--- src/rtl/noise_lfsr_multi.sv ---
// noise_lfsr_multi
// Multi-variant SN76489-family noise channel. Selects the LFSR geometry
// (SG-1000/BBC/Coleco, SMS/Genesis/GG, Tandy 1000) on every noise-register
// write, runs a prescaled period counter and flags each shift for the mixer.
//
// Optional feature macro: NOISE_TONE3_SYNC_EN
//   When defined and NF=11, the LFSR shifts on each rising edge of tone3_out
//   instead of on the internal 2*tone_freq counter.
//
// Ports:
//   clk          rising-edge clock
//   rst_n        synchronous active-low reset
//   enable       clock-enable tick (master/16)
//   control_wr   noise-register write strobe
//   control      {FB, NF1, NF0}, sampled on control_wr
//   variant      LFSR variant, sampled on control_wr
//   tone_freq    tone 3 period, read live at each reload
//   tone3_out    tone 3 output flip-flop (used only with the macro)
//   out          noise bit (lfsr[0])
//   shift_strobe one-cycle pulse when a shifted value first shows on out
module noise_lfsr_multi #(
    parameter int unsigned COUNTER_BITS    = 10,
    parameter logic [1:0]  DEFAULT_VARIANT = 2'b00
) (
    input  logic                    clk,
    input  logic                    rst_n,
    input  logic                    enable,
    input  logic                    control_wr,
    input  logic [2:0]              control,
    input  logic [1:0]              variant,
    input  logic [COUNTER_BITS-1:0] tone_freq,
    input  logic                    tone3_out,
    output logic                    out,
    output logic                    shift_strobe
);

    localparam int unsigned CW     = COUNTER_BITS + 2;
    localparam logic [15:0] SEED15 = 16'h4000;
    localparam logic [15:0] SEED16 = 16'h8000;

    logic [2:0]    ctl_q;
    logic [1:0]    var_q;
    logic [15:0]   lfsr;
    logic [CW-1:0] cnt;
    logic          shift_c;
    logic          count_en_c;

    // Seed for a variant; only the 16-bit variant starts from bit 15.
    function automatic logic [15:0] seed_of(input logic [1:0] v);
        return (v == 2'b01) ? SEED16 : SEED15;
    endfunction

    // Counter reload value P-1 for a given NF selection.
    function automatic logic [CW-1:0] reload_of(input logic [1:0] nf,
                                                input logic [COUNTER_BITS-1:0] tf);
        logic [CW-1:0] p;
        case (nf)
            2'b00:   p = CW'(32);
            2'b01:   p = CW'(64);
            2'b10:   p = CW'(128);
            // tone_freq of zero acts as the full 2^COUNTER_BITS tone period
            default: p = (tf == '0) ? (CW'(1) << (COUNTER_BITS + 1)) : (CW'(tf) << 1);
        endcase
        return p - CW'(1);
    endfunction

    // One LFSR step; 15-bit variants keep bit 15 at zero.
    function automatic logic [15:0] shift_of(input logic [15:0] l,
                                             input logic [1:0]  v,
                                             input logic        white);
        logic tap_b;
        logic fb;
        case (v)
            2'b01:   tap_b = l[3];
            2'b10:   tap_b = l[4];
            default: tap_b = l[1];
        endcase
        fb = white ? (l[0] ^ tap_b) : l[0];
        if (v == 2'b01) begin
            return {fb, l[15:1]};
        end
        return {1'b0, fb, l[14:1]};
    endfunction

`ifdef NOISE_TONE3_SYNC_EN
    logic t3_q;

    // Edge detector history for tone 3.
    always_ff @(posedge clk) begin
        if (!rst_n) begin
            t3_q <= 1'b0;
        end else begin
            t3_q <= tone3_out;
        end
    end

    // NF=11 bypasses the counter and follows tone 3 rising edges.
    always_comb begin
        shift_c    = 1'b0;
        count_en_c = 1'b0;
        if (ctl_q[1:0] == 2'b11) begin
            shift_c = tone3_out & ~t3_q;
        end else begin
            count_en_c = enable;
            shift_c    = enable && (cnt == '0);
        end
    end
`else
    logic unused_tone3;
    assign unused_tone3 = tone3_out;

    // Shift when an enabled tick finds the counter expired.
    always_comb begin
        shift_c    = 1'b0;
        count_en_c = enable;
        if (enable && (cnt == '0)) begin
            shift_c = 1'b1;
        end
    end
`endif

    // Control write beats shift; a write restarts the LFSR and the period.
    always_ff @(posedge clk) begin
        if (!rst_n) begin
            ctl_q        <= 3'b000;
            var_q        <= DEFAULT_VARIANT;
            lfsr         <= seed_of(DEFAULT_VARIANT);
            cnt          <= CW'(31);
            shift_strobe <= 1'b0;
        end else begin
            shift_strobe <= 1'b0;
            if (control_wr) begin
                ctl_q <= control;
                var_q <= variant;
                lfsr  <= seed_of(variant);
                cnt   <= reload_of(control[1:0], tone_freq);
            end else begin
                if (shift_c) begin
                    lfsr         <= shift_of(lfsr, var_q, ctl_q[2]);
                    shift_strobe <= 1'b1;
                end
                if (count_en_c) begin
                    cnt <= (cnt == '0) ? reload_of(ctl_q[1:0], tone_freq) : (cnt - CW'(1));
                end
            end
        end
    end

    assign out = lfsr[0];

endmodule

--- config.mk ---
export PLATFORM = sky130hd
export DESIGN_NAME = noise_lfsr_multi
export DESIGN_NICKNAME = d
export VERILOG_FILES = /design/src/rtl/noise_lfsr_multi.sv
export SDC_FILE = /design/constraint.sdc
export NUM_CORES = 1
export LEC_CHECK = 0
export CAP_MARGIN = 40
export CORE_ASPECT_RATIO = 0.7
export CORE_MARGIN = 5
export CORE_UTILIZATION = 45
export DETAILED_ROUTE_END_ITERATION = 7
export GPL_TIMING_DRIVEN = 0
export HOLD_SLACK_MARGIN = 0.08
export PLACE_DENSITY = 0.69
export SYNTH_ARGS = -nofsm -noshare
export SYNTH_HDL_FRONTEND = slang
export SYNTH_SLANG_ARGS = --single-unit
--- constraint.sdc ---
create_clock -name clk -period 3 [get_ports clk]
set_input_delay 0.45 -clock clk [delete_from_list [all_inputs] [get_ports clk]]
set_output_delay 0.45 -clock clk [all_outputs]
set_load 0.1 [all_outputs]
==> metrics.yaml <==
clock-skew-final_ns: 0.008963
cts_tree: "done"
worstMarginPinSlew_ns: 0.7629
syn_to_final_growth_pct: 18.10
drtIter0Drc: 225
drive_gt1_frac: 0.07216
yosysWarnings: 0
finalNonFillerCells: 346
ir_drop_uv: 232.0
cp_cell_sequence: "nor4_2 > and3_1 > buf_2 > and2_2 > a21oi_1 > ha_1 > o211ai_1 > nor2_1 > xnor2_1 > a221oi_1 > nor2b_1"
synth_area_leader_cell: "dfxtp_1"
grt_setup_unrepaired: "false"
portBuffers: 16
dp.cells: 338
crit_slowest_cell: "nor4_2"
cpPeakStageDelay_ns: 0.44
min_period_over_period: 0.9154
fin_crit_ns: 2.746
grt_pass1_vias: 1778
cp.buffers_inverters: 1
critPathRequiredTime_ns: 3.17
dpl.hpwl_um: 3966
netlist_area_sq_mm: 0.002032
hold_ws_ns: 0.4520
synth-main-ff-cell: "dfxtp_1"
postSynthAreaPerCell_sq_um: 7.668
drv_cap: 0
cts.htree.levels: 2
endpoint_kind: "flip-flop"
first_pass_iters: 5
fin_nets: 314
tns_ns: 0
routed_via_density: 5.728
grt_pass1_wl_um: 8735
start_util: 0.4667
min_path_type: "reg2reg"
path_max_fanout: 7
maxSlewViolCount: 0
routed_wl_um: 5245
synth_nets: 289
synth.distinct_cells: 46
diodes: 0
worstSetupPathType: "reg2reg"
ys_ff_latch: 34
die_x_um: 90.32
root_buffer: "clkbuf_8"
synth_edf_count: 0
clockBufferDepth: 2
clock-sinks: 34
crit_arrival_ns: 2.92
dieArea_sq_mm: 0.005981
critical_path.top_delay_family: "simple AND/OR/NAND/NOR gates"
slew_headroom: 0.4860
clk_latency_ns: 0.28
max_freq_ghz: 0.3642
wl_per_cell_um: 15.16
p_leak_nw: 0.8419
chipHeight_um: 66.22
critPathLaunchType: "flip-flop"
path_clk_slew_ns: 0.08
netlist.area_leader.share: 0.3350
power_density_mw_per_mm2: 408.9
grt_max_degree: 11
coreArea_sq_mm: 0.004354
num_rows: 20
setup_viol: 0
synth-async-reset-ratio: 0
final_antenna_net_count: 0
cp.depth: 11
netlist_top_cells_area: "dfxtp_1 33%, nand2_1 9.2%, a21oi_1 6.7%, xnor2_1 3.9%, o21ai_0 3.2%"
synth-seq-area-share: 0.3350
drc: 0
overflow: 0
antenna_found_initial: 0
hold_buffers: 0
cts_made_buffers: 5
grt_usage: 0.1805
hold_violations: 0
place_congestion: 0.9155
status: "finished, final reports clean"
hold_depth: 2
worstRegToRegCells: 11
vias: 1982
ios: 22
syn_inst: 265
final cells by class:
class,count,area [sq um]
flip-flops and latches,34,680.7
clock inverters,1,5.005
well taps,55,68.82
multi-input cells,210,1281
inverters,6,22.52
plain buffers,15,65.06
repair buffers,18,190.2
fillers,444,1954
clock buffers,7,86.33
power breakdown:
group	total, mW	leakage, nW	internal, mW	switching, mW
sequential	0.486	0.277	0.466	0.0207
clock	0.352	0.0482	0.185	0.167
combinational	0.143	0.516	0.0623	0.0804
total	0.981	0.842	0.713	0.268
through the flow:
stage | setup WS [ns] | instance area, sq um | util | power, mW
6_report | 0.2539 | 2400 | 0.5511 | 0.9812
5_1_grt | 0.02803 | 2400 | 0.5511 | 1.024
4_1_cts | 0.1882 | 2382 | 0.5471 | 0.9816
3_5_place_dp | 0.03170 | 2291 | 0.5261 | 0.6331
3_3_place_gp | 0.03400 | 2261 | 0.5193 | 0.6306
2_1_floorplan | 0.6173 | 2032 | - | 0.5766
worst register-to-register path: cells and delay by family, from the launching register on:
kind | cells | cell delay, ns
and+or+nand+nor | 5 | 1.11
buffers and inverters | 1 | 0.16
AOI/OAI and AO/OA | 3 | 0.59
adders and majority gates | 1 | 0.24
xor gates and xnor gates | 1 | 0.15
DFF | 1 | 0.38
placed cells by master (no fill, tap or decap), types with 5 or more instances in the layout:
cell,netlist,routed
nand3_1,5,5
inv_1,6,6
a21oi_1,27,27
xnor2_1,9,9
dfxtp_1,34,34
and3_1,6,6
nor3_1,9,9
a31oi_1,5,5
mux2i_1,6,6
clkdlybuf4s50_1,0,16
nor2b_1,8,8
nor2_1,15,15
o21ai_0,13,13
clkbuf_1,10,11
clkbuf_8,0,6
xor2_1,5,5
nand2_1,50,50
timing repair:
item                                    CTS  global route
endpoints found under the setup margin    0             1
buffers inserted                          0             0
endpoints found under the hold margin     0             0
resized for setup                         0             2
cell usage after synthesis, types with 2 or more instances:
library cell  number
and2_0             2
nor2_1            15
buf_2              4
a31oi_1            5
a221oi_1           3
nand2b_1           3
a211oi_1           4
nor3_1             9
xor2_1             5
nand4_1            2
ha_1               4
a21oi_1           27
inv_1              6
o211ai_1           3
and2_1             2
nand3_1            5
a41oi_1            2
a2111oi_0          2
or3_1              4
nor2b_1            8
o21ai_0           13
clkbuf_1          10
nand2_1           50
and3_1             6
nor4_2             3
o311ai_1           2
mux2i_1            6
xnor2_1            9
dfxtp_1           34
cells by family (layout without fill, tap and decap cells):
logic type / after synthesis / in the layout / synth area share
flops: 34 / 34 / 0.3350
xor+xnor: 14 / 14 / 0.06035
simple gates: 113 / 113 / 0.2777
fa+ha+maj: 4 / 4 / 0.02463
buf+inv: 21 / 47 / 0.04311
compound gates: 73 / 73 / 0.2297
mux: 6 / 6 / 0.02956
path summary, 6_finish.rpt:
check	startpoint	end	slack, ns
worst min-delay path	lfsr[9]	lfsr[9]	0.45
worst min register to register	lfsr[9]	lfsr[9]	0.45
worst max-delay path	cnt[4]	cnt[6]	0.25
worst max register to register	cnt[4]	cnt[6]	0.25
metal layers:
layer / vias to the layer above / track usage / routed length [um]
li1: 997 / - / -
met1: 897 / 0.2588 / 2573
met2: 86 / 0.2500 / 2013
met3: 2 / 0.07395 / 641
met4: 0 / 0.03717 / 17
met5: - / 0 / 0
sequential cells by signal (all words and copies together), names as in the netlist:
name / flops
cnt: 12
ctl_q: 3
lfsr: 16
shift_strobe: 1
var_q: 2
No activity file was read; power rests on OpenSTA's default activity.
